--- src/rtl/fetch_queue_if.sv ---
`default_nettype none
// ============================================================================
// Module      : fetch_queue_if
// Description : Fetch-packet valid/ready bundle. One packet carries IF_WIDTH
//               instruction lanes from a single aligned fetch block.
//               master drives valid and the packet fields; slave drives ready.
// Signals     : valid, ready, pc[31:0], inst[IF_WIDTH*32], lane_valid,
//               predict_taken, predict_target[IF_WIDTH*32]
// Revision    : 1.0 - initial release
// ============================================================================
interface fetch_queue_if #(
  parameter int IF_WIDTH = 2
);
  logic                     valid;
  logic                     ready;
  logic [31:0]              pc;
  logic [IF_WIDTH*32-1:0]   inst;
  logic [IF_WIDTH-1:0]      lane_valid;
  logic [IF_WIDTH-1:0]      predict_taken;
  logic [IF_WIDTH*32-1:0]   predict_target;

  modport master (
    output valid, pc, inst, lane_valid, predict_taken, predict_target,
    input  ready
  );

  modport slave (
    input  valid, pc, inst, lane_valid, predict_taken, predict_target,
    output ready
  );
endinterface
`default_nettype wire

--- src/rtl/fetch_queue.sv ---
`default_nettype none
// ============================================================================
// Module      : fetch_queue
// Description : Decoupling queue between instruction fetch and decode.
//               Lanes before the packet PC are masked off on enqueue; packets
//               left with no valid lanes are accepted and dropped. Surviving
//               packets leave in order. Flush empties the queue in one cycle.
// Ports       : clk       - clock, rising edge
//               rst       - asynchronous active-high reset
//               flush     - discard all entries (beats enqueue/dequeue)
//               in_if     - fetch packet input (slave side)
//               out_if    - head packet output to decode (master side)
//               occupancy - number of stored packets
// Revision    : 1.0 - initial release
// ============================================================================
module fetch_queue #(
  parameter int IF_WIDTH = 2,
  parameter int DEPTH    = 8
) (
  input  wire logic               clk,
  input  wire logic               rst,
  input  wire logic               flush,
  fetch_queue_if.slave            in_if,
  fetch_queue_if.master           out_if,
  output logic [$clog2(DEPTH):0]  occupancy
);

  localparam int          AW      = $clog2(DEPTH);
  localparam int          OFFW    = (IF_WIDTH > 1) ? $clog2(IF_WIDTH) : 1;
  localparam logic [AW:0] PTR_ONE = {{AW{1'b0}}, 1'b1};

  // Pointers carry an extra wrap bit to tell full from empty.
  logic [AW:0]            r_rptr;
  logic [AW:0]            r_wptr;

  logic [31:0]            r_mem_pc     [DEPTH];
  logic [IF_WIDTH*32-1:0] r_mem_inst   [DEPTH];
  logic [IF_WIDTH-1:0]    r_mem_lv     [DEPTH];
  logic [IF_WIDTH-1:0]    r_mem_pt     [DEPTH];
  logic [IF_WIDTH*32-1:0] r_mem_ptg    [DEPTH];

  logic                   w_empty;
  logic                   w_full;
  logic [OFFW-1:0]        w_off;
  logic [IF_WIDTH-1:0]    w_masked;
  logic                   w_enq_fire;
  logic                   w_enq_write;
  logic                   w_deq_fire;
  logic [AW-1:0]          w_head;

  assign w_empty = (r_rptr == r_wptr);
  assign w_full  = (r_rptr[AW-1:0] == r_wptr[AW-1:0]) && (r_rptr[AW] != r_wptr[AW]);

  // Full blocks enqueue even if the head leaves this same cycle.
  assign in_if.ready = !w_full && !rst;

  // Lane offset of the PC within its aligned fetch block.
  if (IF_WIDTH > 1) begin : g_off_multi
    assign w_off = in_if.pc[$clog2(IF_WIDTH)+1:2];
  end else begin : g_off_single
    assign w_off = '0;
  end

  for (genvar gi = 0; gi < IF_WIDTH; gi++) begin : g_mask
    assign w_masked[gi] = in_if.lane_valid[gi] && (OFFW'(gi) >= w_off);
  end

  assign w_enq_fire  = in_if.valid && in_if.ready;
  // Empty-after-mask packets are consumed without taking a slot.
  assign w_enq_write = w_enq_fire && (|w_masked) && !flush;
  assign w_deq_fire  = out_if.valid && out_if.ready;

  always_ff @(posedge clk or posedge rst) begin
    if (rst) begin
      r_rptr <= '0;
      r_wptr <= '0;
    end else if (flush) begin
      r_rptr <= '0;
      r_wptr <= '0;
    end else begin
      if (w_enq_write) r_wptr <= r_wptr + PTR_ONE;
      if (w_deq_fire)  r_rptr <= r_rptr + PTR_ONE;
    end
  end

  // Payload storage carries no reset; the pointers alone define validity.
  always_ff @(posedge clk) begin
    if (w_enq_write) begin
      r_mem_pc [r_wptr[AW-1:0]] <= in_if.pc;
      r_mem_inst[r_wptr[AW-1:0]] <= in_if.inst;
      r_mem_lv [r_wptr[AW-1:0]] <= w_masked;
      r_mem_pt [r_wptr[AW-1:0]] <= in_if.predict_taken;
      r_mem_ptg[r_wptr[AW-1:0]] <= in_if.predict_target;
    end
  end

  assign w_head = r_rptr[AW-1:0];

  assign out_if.valid          = !w_empty;
  assign out_if.pc             = r_mem_pc[w_head];
  assign out_if.inst           = r_mem_inst[w_head];
  assign out_if.lane_valid     = w_empty ? '0 : r_mem_lv[w_head];
  assign out_if.predict_taken  = r_mem_pt[w_head];
  assign out_if.predict_target = r_mem_ptg[w_head];

  assign occupancy = r_wptr - r_rptr;

endmodule
`default_nettype wire
--- src/flat_wrapper.sv ---
// flat-port wrapper written by rule: the top's interface ports become plain ports
module fetch_queue_flat 
#(
  parameter int IF_WIDTH = 2,
  parameter int DEPTH    = 8
)
  (clk, rst, flush, occupancy, in_if_valid, in_if_pc, in_if_inst, in_if_lane_valid, in_if_predict_taken, in_if_predict_target, in_if_ready, out_if_valid, out_if_pc, out_if_inst, out_if_lane_valid, out_if_predict_taken, out_if_predict_target, out_if_ready);
  fetch_queue_if #(.IF_WIDTH(IF_WIDTH)) in_if_i ();
  fetch_queue_if #(.IF_WIDTH(IF_WIDTH)) out_if_i ();
  input  wire logic clk;
  input  wire logic rst;
  input  wire logic flush;
  output logic [$clog2(DEPTH):0] occupancy;
  input wire logic [$bits(in_if_i.valid)-1:0] in_if_valid;
  input wire logic [$bits(in_if_i.pc)-1:0] in_if_pc;
  input wire logic [$bits(in_if_i.inst)-1:0] in_if_inst;
  input wire logic [$bits(in_if_i.lane_valid)-1:0] in_if_lane_valid;
  input wire logic [$bits(in_if_i.predict_taken)-1:0] in_if_predict_taken;
  input wire logic [$bits(in_if_i.predict_target)-1:0] in_if_predict_target;
  output wire logic [$bits(in_if_i.ready)-1:0] in_if_ready;
  output wire logic [$bits(out_if_i.valid)-1:0] out_if_valid;
  output wire logic [$bits(out_if_i.pc)-1:0] out_if_pc;
  output wire logic [$bits(out_if_i.inst)-1:0] out_if_inst;
  output wire logic [$bits(out_if_i.lane_valid)-1:0] out_if_lane_valid;
  output wire logic [$bits(out_if_i.predict_taken)-1:0] out_if_predict_taken;
  output wire logic [$bits(out_if_i.predict_target)-1:0] out_if_predict_target;
  input wire logic [$bits(out_if_i.ready)-1:0] out_if_ready;
  assign in_if_i.valid = in_if_valid;
  assign in_if_i.pc = in_if_pc;
  assign in_if_i.inst = in_if_inst;
  assign in_if_i.lane_valid = in_if_lane_valid;
  assign in_if_i.predict_taken = in_if_predict_taken;
  assign in_if_i.predict_target = in_if_predict_target;
  assign in_if_ready = in_if_i.ready;
  assign out_if_valid = out_if_i.valid;
  assign out_if_pc = out_if_i.pc;
  assign out_if_inst = out_if_i.inst;
  assign out_if_lane_valid = out_if_i.lane_valid;
  assign out_if_predict_taken = out_if_i.predict_taken;
  assign out_if_predict_target = out_if_i.predict_target;
  assign out_if_i.ready = out_if_ready;
  fetch_queue #(.IF_WIDTH(IF_WIDTH), .DEPTH(DEPTH)) u_core (.clk(clk), .rst(rst), .flush(flush), .in_if(in_if_i), .out_if(out_if_i), .occupancy(occupancy));
endmodule
--- config.mk ---
export PLATFORM = sky130hd
export DESIGN_NAME = fetch_queue_flat
export DESIGN_NICKNAME = d
export VERILOG_FILES = /design/src/rtl/fetch_queue_if.sv /design/src/rtl/fetch_queue.sv /design/src/flat_wrapper.sv
export SDC_FILE = /design/constraint.sdc
export NUM_CORES = 1
export LEC_CHECK = 0
export ABC_AREA = 1
export BUFFER_PORTS_ARGS = -buffer_cell sky130_fd_sc_hd__buf_4
export CAP_MARGIN = 20
export CORE_ASPECT_RATIO = 0.75
export CORE_MARGIN = 2
export CORE_UTILIZATION = 50
export DETAILED_ROUTE_END_ITERATION = 10
export PLACE_DENSITY = 0.65
export SYNTH_ARGS = -nofsm -noshare
export SYNTH_HDL_FRONTEND = slang
export SYNTH_SLANG_ARGS = --single-unit
export TNS_END_PERCENT = 50
--- constraint.sdc ---
create_clock -name clk -period 13.4 [get_ports clk]
set_input_delay 0.67 -clock clk [delete_from_list [all_inputs] [get_ports clk]]
set_output_delay 0.67 -clock clk [all_outputs]
set_load 0.01 [all_outputs]
Yosys cells after proc, flatten, opt, wreduce, memory -nomap -nowiden:

Memories as Yosys holds them, arrays and structs flattened.
Index checks and enable logic that the tools add are counted.

* multiplexer cells: 7
* reductions and logical operators: 15
* add/sub/neg operators: 3
* order comparisons: 2
* equality and inequality tests: 3

Operators by type and width (count)
* 4-bit two-way mux: 4
* 4-bit by 1-bit adder with 4-bit output, second input constant: 2
* 1-bit logical AND: 8
* 4-bit equality test: 1
* 1-bit zero test: 4
* 2-bit nonzero test: 2
* 4-bit subtractor: 1
* 3-bit equality test: 1
* 1-bit greater-or-equal comparator, first input constant: 2
* 1-bit two-way mux: 2
* 2-bit two-way mux: 1
* 2-bit OR reduction: 1
* 1-bit inequality test: 1

* bits of input ports: 169
* word-level logic and storage cells: 37
* register bits: 8
* bits in writable memories: 1312
* memories: 5

Memory list
* u_core.r_mem_inst: depth 8, width 64, read ports 1, clocked after memory_dff 0, write ports 1, RTL line fetch_queue.sv:37 `logic [IF_WIDTH*32-1:0] r_mem_inst [DEPTH];`
* u_core.r_mem_ptg: depth 8, width 64, read ports 1, clocked after memory_dff 0, write ports 1, RTL line fetch_queue.sv:40 `logic [IF_WIDTH*32-1:0] r_mem_ptg [DEPTH];`
* u_core.r_mem_pc: depth 8, width 32, read ports 1, clocked after memory_dff 0, write ports 1, RTL line fetch_queue.sv:36 `logic [31:0] r_mem_pc [DEPTH];`
* u_core.r_mem_lv: depth 8, width 2, read ports 1, clocked after memory_dff 0, write ports 1, RTL line fetch_queue.sv:38 `logic [IF_WIDTH-1:0] r_mem_lv [DEPTH];`
* u_core.r_mem_pt: depth 8, width 2, read ports 1, clocked after memory_dff 0, write ports 1, RTL line fetch_queue.sv:39 `logic [IF_WIDTH-1:0] r_mem_pt [DEPTH];`

Logic depth before layout (Yosys ltp):

Gate-level depths: netlist of run 1.

* depth in word-level cells: 9
* depth in mapped cells: 11
* gate-level depth less buffers: 8

Worst setup path before layout of run 1:

Ideal clock, no wire load.

* path type: register to register
* from: register u_core.r_rptr[1]
* to: memory u_core.r_mem_inst[2][0] (netlist bit), enable pin
* slack: 4.087 ns
* stages on the path, launching flop included: 11
* buffers on the path: 3
* arrival: 8.622 ns
* period minus slack after synthesis: 9.313 ns
* data required time: 12.709 ns
* cells stage by stage: dfrtp_1 buf_2 inv_2 buf_4 buf_2 ha_1 nand2_1 nor2_1 a21oi_2 nand4_1 nor2_1

* word-level cells in the longest chain between the ends: 9

RTL lines
* from (decl): RTL line fetch_queue.sv:33 `logic [AW:0] r_rptr;`
* from (signal assigned): RTL line fetch_queue.sv:82 `if (w_deq_fire) r_rptr <= r_rptr + PTR_ONE;`
* 3-bit equality test: RTL line fetch_queue.sv:52 `assign w_full = (r_rptr[AW-1:0] == r_wptr[AW-1:0]) && (r_rptr[AW] != r_wptr[AW]);`
* 1-bit logical AND: RTL line fetch_queue.sv:52
* 1-bit zero test: RTL line fetch_queue.sv:55 `assign in_if.ready = !w_full && !rst;`
* 1-bit logical AND: RTL line fetch_queue.sv:55
* via in_if_ready: RTL line flat_wrapper.sv:20 `output wire logic [$bits(in_if_i.ready)-1:0] in_if_ready;`
* 1-bit logical AND: RTL line fetch_queue.sv:68 `assign w_enq_fire = in_if.valid && in_if.ready;`
* 1-bit logical AND (2 in a row): RTL line fetch_queue.sv:70 `assign w_enq_write = w_enq_fire && (|w_masked) && !flush;`
* 1-bit two-way mux: RTL line fetch_queue.sv:88 `if (w_enq_write) begin`
* 1-bit two-way mux (not written as such): RTL line fetch_queue.sv:90 `r_mem_inst[r_wptr[AW-1:0]] <= in_if.inst;`
* to (decl): RTL line fetch_queue.sv:37

The timed path passes the listed nets, and every way through them passes these cells.

Worst setup path in the final report of run 1:

* from: register u_core.r_rptr[1]
* to: memory u_core.r_mem_inst[3][51] (netlist bit), enable pin

* word-level cells in the longest chain between the ends: 9

RTL lines (RTL line)
* 3-bit equality test: fetch_queue.sv:52
* 1-bit logical AND: fetch_queue.sv:52
* 1-bit zero test: fetch_queue.sv:55
* 1-bit logical AND: fetch_queue.sv:55
* 1-bit logical AND: fetch_queue.sv:68
* 1-bit logical AND (2 in a row): fetch_queue.sv:70
* 1-bit two-way mux: fetch_queue.sv:88
* 1-bit two-way mux (not written as such): fetch_queue.sv:90

Every way passes these cells.

==> reports/metrics.yaml, run 1 <==
ys_seq_area_share_pct: 77.5
post_cts_buffers: 0
multiInputGateArea_sq_mm: 0.0101
final_antenna_net_count: 0
dp.final_hpwl_microns: 58300
met1_length_microns: 51400
rsz0062_at_grt: "false"
criticalPathCategory: "register to register"
nFillCells: 8080
io_buffers: 338
drc: 0
whs_ns: 0.185
drtPass1Iterations: 7
dr_wl_met3_microns: 7210
grt_pass1_vias: 29800
finalHoldViolations: 0
cpMaxStageDelayCell: "buf_4"
skew_ns: 0.0313
drt_iter0_drc: 2701
ios: 339
grt_first_pass_wirelength_microns: 179000
p_sw_w: 0.00197
switching_share_pct: 22.8
netlist_area_sq_mm: 0.0511
netlist-cell-type-count: 25
ir_worst_vdd_uv: 113
worst_setup_path_start_kind: "register"
synth-seq-cells: 1320
wire_per_inst_microns: 21.7
via_per_inst: 5.65
cts_tree: "built"
cp-end-kind: "register"
arrival_ns: 5.94
row_count: 101
max_stage_delay_ns: 0.88
num_vias: 30900
worstPathCellList: "inv_8 -> ha_1 -> nand2_1 -> nor2_1 -> a21oi_2 -> nand3_1 -> nor2_4 -> buf_4 -> buf_4"
setup_ws_ns: 7.80
cp_data_required_time_ns: 13.74
gp_congestion: 0.762
worst_path_most_repeated_cell: "buf_4"
grt_max_degree: 379
clkPwrFrac_pct: 38.4
p_int_w: 0.00667
layout_commonest_cell: "edfxtp_1"
pre_cts_slack_ns: 7.76
start_util_pct: 50.5
die_height_microns: 281
routed_wirelength_microns: 119000
fp.dieW_microns: 373
ys_top_cells_by_area: "edfxtp_1 (77%), nor2_1 (5.0%), o21ai_0 (4.9%)"
yosys_warnings: 0
wl_met2_microns: 57600
coreArea_sq_mm: 0.101
p_leak_nw: 20.0
slew_violations: 0
combPwrFrac_pct: 8.7
ctsRootBufferMaster: "clkbuf_16"
final_nets: 4212
die_area_sq_mm: 0.105
grt_overflow: 0
synth_nets: 3976
grt_antenna_before_repair: 10
clock_latency_ns: 0.72
fmax_mhz: 179
cts_htree_levels: 3
finalSetupViolations: 0
syn_inst: 3801
clock_sinks: 1320
numCtsBuffers: 118
pwr-share-seq_pct: 52.9
worst_pin_slew_ns: 1.45
clock_path_buffers: 3
slew_headroom_pct: 3.50
synth_area_leader_cell: "edfxtp_1"
period_needed_ns: 5.60
cts.clk_slew.worst_paths_ns: 0.07
run_status: "complete, no violations"
grt_usage_pct: 22.2
layout_common_cells: "edfxtp_1 (1312), nor2_1 (667), nand2_1 (510), o21ai_0 (504), buf_4 (363)"
area_growth_pct: 13.9
top_layer: "met5"
syn_avg_cell_area_sq_um: 13.4
synth_top_area_share_pct: 77.1
holdCritPathClass: "input pin to register"
seq_area_sq_mm: 0.0396
cp_max_fo: 146
min_period_over_period_pct: 41.8
fin_tns_setup_ns: 0
hold_buffers: 1
layout-drive-gt1-share_pct: 13.2
cts_resized: 0
power_per_cell_area_mw_per_mm2: 149
max_cap_violations: 0
-- Yosys cell counts (all sizes together) --
cell type and number:
nand3 16, clkbuf 139, nor2 675, a21oi 4
fa 1, nand2 510, buf 118, nand4 5
xor2 3, edfxtp 1312, inv 17, dfrtp 8
ha 5, xnor2 2, o21ai 662, o22ai 324
-- metal layers --
layer  GRT usage [%]  vias to the layer above
li1                -                    14500
met4            6.02                       18
met3            3.95                      187
met2            37.0                      936
met5               0                        -
met1            30.4                    15400
-- worst max-delay path, delay by kind of cell, from the launching register on --
family	cells	cell delay [ns]
fa+ha+maj	1	0.39
simple gates	4	1.38
buf+inv	3	2.31
compound gates	1	0.27
flops	1	0.78
-- kinds of logic (layout without fill, tap and decap cells) --
group                    after synthesis  after routing  synth area share [%]
other                                  0              3                     0
XOR/XNOR                               5              5                0.0857
buffers and inverters                274            606                  2.85
AND/OR/NAND/NOR                     1206           1206                  8.92
flip-flops                          1320           1320                  77.5
adder cells (fa/ha/maj)                6              6                 0.162
AO/OA/AOI/OAI                        990            990                  10.5
-- final cells by class --
cell class,instances,area share (%)
Antenna cell,3,0.0129
Clock buffer,140,5.25
Clock inverter,76,1.23
Inverter,17,0.181
Multi-Input combinational cell,2207,17.4
Sequential cell,1320,68.1
Tap cell,1339,2.88
Timing Repair Buffer,373,5.02
-- worst paths after layout --
kind / startpoint / endpoint / slack (ns) / cells after the start
hold reg to reg: u_core.r_wptr[3] / u_core.r_wptr[3] / 0.58 / 2
setup reg to reg: u_core.r_rptr[1] / u_core.r_mem_inst[3][51] / 7.80 / 9
max in group asynchronous: rst / u_core.r_rptr[2] / 12.67 / 3
hold / removal: in_if_predict_target[53] / u_core.r_mem_ptg[0][53] / 0.19 / 1
min in group asynchronous: rst / u_core.r_rptr[3] / 0.47 / 3
setup / recovery: u_core.r_rptr[1] / u_core.r_mem_inst[3][51] / 7.80 / 9
-- state kept, by name, summed over array words and instances (netlist names) --
| register | cells |
|---|---|
| u_core.r_mem_inst | 512 |
| u_core.r_mem_lv | 16 |
| u_core.r_mem_pc | 256 |
| u_core.r_mem_pt | 16 |
| u_core.r_mem_ptg | 512 |
| u_core.r_rptr | 4 |
| u_core.r_wptr | 4 |
-- power groups by stage --
stage          sequential [W]  clock (W)  combinational, W
4_1_cts               0.00457    0.00338          0.000760
3_5_place_dp          0.00466          0          0.000757
5_1_grt               0.00457    0.00354          0.000833
2_1_floorplan         0.00465          0          0.000463
3_3_place_gp          0.00466          0          0.000748
6_report              0.00457    0.00332          0.000753
-- per-stage QoR --
stage / utilization [%] / power [W] / instances / instance area [sq um]
after global placement: 53.7 / 0.00541 / 5254 / 54400
after detailed placement: 53.7 / 0.00542 / 5254 / 54400
after global routing: 57.5 / 0.00894 / 5473 / 58200
after CTS: 57.5 / 0.00871 / 5471 / 58200
after floorplan: - / 0.00512 / 3801 / 51100
final: 57.5 / 0.00865 / 5475 / 58200
(Power assumes the default switching activity.)
==> inputs of run 2 (changes only) <==
--- a/config.mk
+++ b/config.mk
@@ -5,14 +5,14 @@
 export SDC_FILE = /design/constraint.sdc
 export NUM_CORES = 1
 export LEC_CHECK = 0
-export ABC_AREA = 1
+export ABC_AREA = 0
 export BUFFER_PORTS_ARGS = -buffer_cell sky130_fd_sc_hd__buf_4
 export CAP_MARGIN = 20
 export CORE_ASPECT_RATIO = 0.75
 export CORE_MARGIN = 2
 export CORE_UTILIZATION = 50
 export DETAILED_ROUTE_END_ITERATION = 10
-export PLACE_DENSITY = 0.65
+export PLACE_DENSITY = 0.68
 export SYNTH_ARGS = -nofsm -noshare
 export SYNTH_HDL_FRONTEND = slang
 export SYNTH_SLANG_ARGS = --single-unit
==> constraint.sdc (replaced) <==
create_clock -name clk -period 4.8 [get_ports clk]
set_input_delay 0.24 -clock clk [delete_from_list [all_inputs] [get_ports clk]]
set_output_delay 0.24 -clock clk [all_outputs]
set_load 0.01 [all_outputs]
==> reports/metrics.yaml, run 2 <==
run_status: "complete, no violations"  # unchanged
grt_antenna_before_repair: 10  # unchanged
place_area_sq_mm: 0.0541  # was 0.0544 sq mm
layout-drive-gt1-share_pct: 30.4  # was 13.2%
pre_cts_slack_ns: 1.36  # was 7.76 ns
ys_top_cells_by_area: "edfxtp_1 (79%), mux4_2 (15%), nand2_1 (3.7%)"  # was edfxtp_1 (77%), nor2_1 (5.0%), o21ai_0 (4.9%)
cp_max_fo: 42  # was 146
fin_tns_setup_ns: 0  # unchanged
clock_sinks: 1320  # unchanged
holdCritPathClass: "input pin to async pin"  # was input pin to register
wire_per_inst_microns: 25.0  # was 21.7 microns
power_per_cell_area_mw_per_mm2: 408  # was 149 mW/mm^2
grt_max_degree: 137  # was 379
dp.cells: 3908  # was 5254
synth-seq-cells: 1320  # unchanged
drtPass1Iterations: 5  # was 7
syn_inst: 2318  # was 3801
dp.final_hpwl_microns: 54900  # was 58300 microns
yosys_warnings: 0  # unchanged
start_util_pct: 50.3  # was 50.5%
period_needed_ns: 4.03
drt_iter0_drc: 2075  # was 2701
syn_avg_cell_area_sq_um: 21.5  # was 13.4 sq um
gp_congestion: 0.735  # was 0.762
die_height_microns: 277  # was 281 microns
ios: 339  # unchanged
fmax_mhz: 248
skew_ns: 0.0244  # was 0.0313 ns
drc: 0  # unchanged
post_cts_buffers: 0  # unchanged
grt_overflow: 0  # unchanged
num_vias: 24200  # was 30900
async_flop_share_pct: 0.606  # unchanged
synth_enable_flop_cells: 1312  # unchanged
coreArea_sq_mm: 0.0990  # was 0.101 sq mm
final_nets: 3060  # was 4212
row_count: 100  # was 101
arrival_ns: 3.79  # was 5.94 ns
fin_cells: 4321  # was 5475
max_cap_violations: 0  # unchanged
criticalPathCategory: "register to output pin"  # was register to register
ctsRootBufferMaster: "clkbuf_16"  # unchanged
netlist-cell-type-count: 31  # was 25
p_leak_nw: 19.8  # was 20.0 nW
cp-end-kind: "output pin"  # was register
die_area_sq_mm: 0.102  # was 0.105 sq mm
fp.dieW_microns: 368  # was 373 microns
setup_ws_ns: 0.773  # was 7.80 ns
cp_data_required_time_ns: 4.56  # was 13.74 ns
cts_htree_levels: 4  # was 3
grt_usage_pct: 21.5  # was 22.2%
ir_worst_vdd_uv: 329  # was 113 uV
ys_seq_area_share_pct: 79.6  # was 77.5%
utilization_pct: 60.6  # was 57.5%
grt_pass1_vias: 25600  # was 29800
hold_buffers: 168  # was 1
design_area_sq_mm: 0.0600  # was 0.0582 sq mm
layout_common_cells: "edfxtp_1 (1312), nand2_1 (492), buf_4 (356), mux4_2 (328), dlygate4sd3_1 (168)"  # was edfxtp_1 (1312), nor2_1 (667), nand2_1 (510), o21ai_0 (504), buf_4 (363)
synth_common_cells: "edfxtp_1 (1312), nand2_1 (493), mux4_2 (328), clkbuf_1 (50), buf_2 (41)"  # was edfxtp_1 (1312), nor2_1 (675), nand2_1 (510), o21ai_0 (504), o22ai_1 (324)
cts_resized: 0  # unchanged
via_per_inst: 5.61  # was 5.65
synth_area_leader_cell: "edfxtp_1"  # unchanged
final_antenna_net_count: 0  # unchanged
cts.clk_slew.worst_paths_ns: 0.06  # was 0.07 ns
synth_flop_cell: "edfxtp_1"  # unchanged
synth.most_common_cell: "edfxtp_1"  # unchanged
clock_latency_ns: 0.75  # was 0.72 ns
clock_path_buffers: 3  # unchanged
synth_top_area_share_pct: 79.2  # was 77.1%
netlist_area_sq_mm: 0.0497  # was 0.0511 sq mm
area_growth_pct: 20.6  # was 13.9%
min_period_over_period_pct: 83.9
grt_first_pass_wirelength_microns: 162000  # was 179000 microns
synth_nets: 2493  # was 3976
layout_commonest_cell: "edfxtp_1"  # unchanged
worst_pin_slew_ns: 1.07  # was 1.45 ns
worst_setup_path_start_kind: "register"  # unchanged
finalSetupViolations: 0  # unchanged
io_buffers: 338  # unchanged
finalHoldViolations: 0  # unchanged
rsz0062_at_grt: "false"  # unchanged
slew_violations: 0  # unchanged
slew_headroom_pct: 28.7  # was 3.50%
routed_wirelength_microns: 108000  # was 119000 microns
cts_tree: "built"  # unchanged
numCtsBuffers: 131  # was 118
-- run 2: final timing paths --
path / from / to / slack, ns / cells after the start
setup / recovery: u_core.r_rptr[0] / out_if_inst[58] / 0.77 / 6
hold / removal: rst / u_core.r_wptr[0] / 0.06 / 3
setup reg to reg: u_core.r_rptr[1] / u_core.r_mem_ptg[2][7] / 1.47 / 6
hold reg to reg: u_core.r_rptr[3] / u_core.r_rptr[3] / 0.59 / 2
max in group asynchronous: rst / u_core.r_rptr[2] / 4.44 / 3
min in group clk: in_if_lane_valid[0] / u_core.r_mem_lv[6][0] / 0.08 / 2
-- run 2: cell type report --
cell class,count,area [sq um]
Inverter,10,42.5
Clock inverter,83,682
Timing Repair Buffer,545,4780
Fill cell,7026,39000
Antenna cell,3,7.51
Clock buffer,157,3480
Sequential cell,1320,39600
Multi-Input combinational cell,877,9740
Tap cell,1326,1660
-- run 2: metal layers --
layer / global-route usage (%) / wire, microns / up-vias
met3: 4.11 / 6280 / 176
met1: 29.6 / 45200 / 12800
met5: 0 / 99 / -
li1: - / - / 10500
met2: 35.2 / 53700 / 734
met4: 6.93 / 2610 / 16
-- run 2: worst max-delay path: stages (launching register included) --
cell and delay, ns:
dfrtp_4 0.53, buf_4 0.65, buf_4 0.79, mux4_2 0.59, nand2_1 0.08, nand2_1 0.16
buf_4 0.19
-- run 2: power by group --
group	switching (W)	internal [W]	total, W
Sequential	0.0000228	0.0127	0.0127
Clock	0.00423	0.00563	0.00986
Combinational	0.000884	0.000967	0.00185
Total	0.00514	0.0193	0.0245
-- run 2: through the flow --
step                      power [W]  hold slack, ns
after floorplan              0.0140          0.0557
after global placement       0.0147           0.243
after detailed placement     0.0147           0.245
after CTS                    0.0247         0.00709
after global routing         0.0253          0.0622
final                        0.0245          0.0621
-- run 2: kinds of logic (layout without fill, tap and decap cells) --
| family | Yosys count | in the layout | share of synthesized area [%] |
|---|---|---|---|
| DFF | 1320 | 1320 | 79.6 |
| and+or+nand+nor | 519 | 519 | 4.01 |
| muxes | 330 | 330 | 14.9 |
| buffers and inverters | 121 | 795 | 1.02 |
| AOI/OAI and AO/OA | 16 | 16 | 0.196 |
| adders and majority gates | 6 | 6 | 0.166 |
| xor gates and xnor gates | 6 | 6 | 0.106 |
| other | 0 | 3 | 0 |
